**config.mk**
```make
export PLATFORM = sky130hd
export DESIGN_NAME = uart_tx_serializer
export DESIGN_NICKNAME = d
export VERILOG_FILES = /design/src/rtl/uart_pkg.sv /design/src/rtl/uart_bit_timer.sv /design/src/rtl/uart_tx_serializer.sv
export SDC_FILE = /design/constraint.sdc
export NUM_CORES = 1
export LEC_CHECK = 0
export ABC_AREA = 1
export CORE_UTILIZATION = 50
export DETAILED_ROUTE_END_ITERATION = 7
export GPL_ROUTABILITY_DRIVEN = 1
export HOLD_SLACK_MARGIN = 0.03
export PLACE_DENSITY = 0.72
export SLEW_MARGIN = 20
export SYNTH_ARGS = -nofsm -noshare
export SYNTH_HDL_FRONTEND = slang
export SYNTH_SLANG_ARGS = --single-unit
export TNS_END_PERCENT = 30
```
**constraint.sdc**
```tcl
create_clock -name clk -period 3 [get_ports clk]
set_clock_uncertainty 0.1 [all_clocks]
set_input_delay 0.6 -clock clk [delete_from_list [all_inputs] [get_ports clk]]
set_output_delay 0.6 -clock clk [all_outputs]
set_load 0.01 [all_outputs]
```
**src/rtl/uart_pkg.sv**
```systemverilog
// Shared types and width helpers for the UART transmit path.
// Pure declarations: no latency, no backpressure.
package uart_pkg;

  typedef enum logic [2:0] {
    IDLE   = 3'd0,
    START  = 3'd1,
    DATA   = 3'd2,
    PARITY = 3'd3,
    STOP   = 3'd4
  } uart_tx_state_t;

  // A one-clock bit still needs a one-bit counter register.
  function automatic int cnt_width(input int clks_per_bit);
    return (clks_per_bit <= 1) ? 1 : $clog2(clks_per_bit);
  endfunction

  function automatic int idx_width(input int data_w);
    return $clog2(data_w);
  endfunction

endpackage

```
**src/rtl/uart_bit_timer.sv**
```systemverilog
// Bit-period timer: counts 0..CLKS_PER_BIT-1, bit_done pulses on the terminal count.
// Counts only while enabled; no handshake, restart wins over enable.
module uart_bit_timer
  import uart_pkg::*;
#(
  parameter int CLKS_PER_BIT = 4
) (
  input  logic clk,
  input  logic reset_n,
  input  logic enable,
  input  logic restart,
  output logic bit_done
);

  if (CLKS_PER_BIT < 1) begin : g_cpb_check
    $error("uart_bit_timer: CLKS_PER_BIT must be at least 1");
  end

  localparam int CW = cnt_width(CLKS_PER_BIT);
  localparam logic [CW-1:0] LAST_CNT = CW'(CLKS_PER_BIT - 1);

  logic [CW-1:0] cnt;

  assign bit_done = enable && (cnt == LAST_CNT);

  always_ff @(posedge clk) begin
    if (!reset_n || restart) begin
      cnt <= '0;
    end else if (enable) begin
      cnt <= bit_done ? '0 : cnt + 1'b1;
    end
  end

endmodule

```
**src/rtl/uart_tx_serializer.sv**
```systemverilog
// UART transmitter: start, DATA_W bits LSB-first, optional even parity (UART_TX_PARITY_EN), stop.
// tx falls one clock after the handshake; tx_ready is low for the whole frame.
module uart_tx_serializer
  import uart_pkg::*;
#(
  parameter int DATA_W       = 8,
  parameter int CLKS_PER_BIT = 4
) (
  input  logic              clk,
  input  logic              reset_n,
  input  logic [DATA_W-1:0] tx_data,
  input  logic              tx_valid,
  output logic              tx_ready,
  output logic              tx,
  output logic              busy
);

  localparam int IW = idx_width(DATA_W);
  localparam logic [IW-1:0] LAST_BIT = IW'(DATA_W - 1);

  uart_tx_state_t    state;
  logic [DATA_W-1:0] shift_reg;
  logic [IW-1:0]     bit_idx;
  logic              bit_done;
  logic              accept;
`ifdef UART_TX_PARITY_EN
  logic              parity_bit;
`endif

  assign tx_ready = (state == IDLE);
  assign busy     = (state != IDLE);
  assign accept   = tx_valid && tx_ready;

  uart_bit_timer #(
    .CLKS_PER_BIT(CLKS_PER_BIT)
  ) u_bit_timer (
    .clk     (clk),
    .reset_n (reset_n),
    .enable  (busy),
    .restart (accept),
    .bit_done(bit_done)
  );

  always_ff @(posedge clk) begin
    if (!reset_n) begin
      state     <= IDLE;
      shift_reg <= '0;
      bit_idx   <= '0;
`ifdef UART_TX_PARITY_EN
      parity_bit <= 1'b0;
`endif
    end else begin
      case (state)
        IDLE: begin
          if (accept) begin
            shift_reg <= tx_data;
            bit_idx   <= '0;
`ifdef UART_TX_PARITY_EN
            parity_bit <= ^tx_data;
`endif
            state     <= START;
          end
        end
        START: begin
          if (bit_done) state <= DATA;
        end
        DATA: begin
          if (bit_done) begin
            shift_reg <= shift_reg >> 1;
            if (bit_idx == LAST_BIT) begin
              bit_idx <= '0;
`ifdef UART_TX_PARITY_EN
              state   <= PARITY;
`else
              state   <= STOP;
`endif
            end else begin
              bit_idx <= bit_idx + 1'b1;
            end
          end
        end
`ifdef UART_TX_PARITY_EN
        PARITY: begin
          if (bit_done) state <= STOP;
        end
`endif
        STOP: begin
          if (bit_done) state <= IDLE;
        end
        default: state <= IDLE;
      endcase
    end
  end

  // Line level is registered from the current state, so it trails the FSM by one clock.
  always_ff @(posedge clk) begin
    if (!reset_n) begin
      tx <= 1'b1;
    end else begin
      case (state)
        START:   tx <= 1'b0;
        DATA:    tx <= shift_reg[0];
`ifdef UART_TX_PARITY_EN
        PARITY:  tx <= parity_bit;
`endif
        default: tx <= 1'b1;
      endcase
    end
  end

endmodule
```
==> metrics.txt <==
Mean Syn Cell Area ~7 um^2; clk buf depth 2; RSZ-0062 raised after global routing false; Syn Nets 146; initial antenna violation count 0; launching point of the worst reg2reg path state[1]; post-route design area ~1100 um^2; largest net degree at the start of global routing 16; most common cell in the netlist nor2_1; prevailing post-synth register cell dfxtp_1; Yosys cell types 20; Setup Total Neg Slack 0 ps; CTS H-tree depth 1; CTS tree built; Vias between 800 and 900; routed length per instance 10.6 um; Util after Layout 0.616; CTS Hold Buffers Added 0; starting density of the core 0.529; crit share post-route 0.776; async set or reset register ratio after synthesis 0; post-synth top area share 0.373; Max Slew Vio Count 0; WP buf/inv 2; drt total wl ~1800 um; Crit. End Element primary output; post-CTS sizing 0; Tmin final roughly 2300 ps; vias in the first global route roughly 730; dpl cell area 1040 um^2; Final Hold Vio Count 0; Die X-Extent roughly 45 um; Overflow after GRT 0; top cells by area, synth dfxtp_1, nor2_1, nand2_1, nand3_1, o21ai_0; CTS Root Cell clkbuf_4; critical setup path kind flop to primary output; worst hold stages 2; ratio of cells with drive above 1 in the final layout 0.124; via density per instance 4.84; Hold EP shift_reg[7]; VDD IR max 0.390 mV; sequential area share after synthesis 0.373; die height 44.7 um; area grow syn2layout 16.4%; Pleak slightly below 0.5 nW; flops & latches, synth 17; top cell types by occurrence after synthesis nor2_1, nand2_1, dfxtp_1; first-pass GRT wire length approximately 3100 um; Rel. slew slack 0.680; Antenna Violating Nets Remaining 0; core area ~1700 um^2; overall power about 0.91 mW; ANT cells 0; worst hold start shift_reg[7]; CTS Buf Count 3; dpl hpwl between 1000 and 1500 um; Post-synth EDFFs 0; Worst path max stage delay between 500 and 600 ps; number of DRC markers in iteration 0 16; number of port buffers 13; status finished, final reports clean; Slowest-stage cell, CP clkdlybuf4s50_1; Post-Syn Area around 910 um^2; nets@finish between 150 and 200; Startpoint Class flop; worst min path class flop to flop; Reg-to-Reg End shift_reg[4]; Critical Path AT approximately 1600 ps; Worst-Margin Slew roughly 480 ps; total track usage 0.213; number of max-cap violations 0; Die Area around 2000 um^2; Setup Viol. Count Final 0; CTS sink count 17; worst-path fanout max 7; boundary pin count 14; clock transition at the registers of the reported paths about 110 ps; worst endpoint required time around 2300 ps; R2R Setup Slk about 1400 ps; post-CTS setup buffers 0; Placer Congestion roughly 0.8; Largest register FFs 8; Rows 15; Reg2Reg Depth 7; Fmax 429 MHz; Post-Syn Instances about 130; critical path cell sequence nor2_4 -> nand2_4 -> inv_4 -> clkdlybuf4s50_1; Yosys Warn Count 0; worst-skew pair later-pin latency 300 ps; Worst path top cell family by delay buffers and inverters; cell taking the most area after synthesis dfxtp_1; drt drc 0; PwrDens 856 nW/um^2; DRT Pass-1 Iters 4
per-layer routing:
layer	up-vias	routed length [um]	GRT usage
met1	364	876	0.271
met2	14	832	0.329
li1	440	-	-
met4	0	44	0.152
met3	5	51	0.0320
met5	-	0	0
cells by family after synthesis:
group	synth area share
buffers and inverters	0.0945
adder cells (fa/ha/maj)	0.0411
AND/OR/NAND/NOR	0.404
flip-flops	0.373
AO/OA/AOI/OAI	0.0877
tightest hold or removal path: stages, from the launching register on:
cell and delay [ps]:
dfxtp_1 320, nand2_1 60, a21oi_1 50
cell usage in the layout (no fill, tap or decap), drive strengths merged:
cell,count
a21oi,4
clkbuf,3
nand2,31
clkdlybuf4s50,13
dfxtp,17
clkinv,1
nand3,13
ha,3
o21ai,12
nand3b,1
inv,12
nor3b,1
nor2,34
stage by stage:
stage	setup WS (ps)	instances	hold WS, ps
after floorplan	1590	132	336
after global placement	1070	166	361
after detailed placement	1010	166	362
after CTS	666	170	375
after global routing	599	170	405
final	671	170	373
how the worst max path moves through the flow:
stage	from	endpoint	depth (start not counted)
floorplan	state[1]	tx_ready	3
global placement	tx_valid	bit_idx[2]	6
detailed placement	state[1]	tx_ready	4
CTS	state[1]	tx_ready	4
global route	state[1]	tx_ready	4
finish	state[1]	tx_ready	4
power breakdown:
part | total (mW) | switching, mW | internal [mW]
logic | 0.427 | 0.262 | 0.165
registers | 0.356 | 0.0541 | 0.302
clock network | 0.126 | 0.0765 | 0.0497
total | 0.910 | 0.393 | 0.517
area by class of cell:
class	instances	area [um^2]
fillers	165	663
multi-input cells	99	487
flip-flops and latches	17	340
repair buffers	13	130
inverters	12	47.5
well taps	25	31.3
clock buffers	3	22.5
clock inverters	1	5.00
Note: power is estimated with default switching activity, not from simulation.
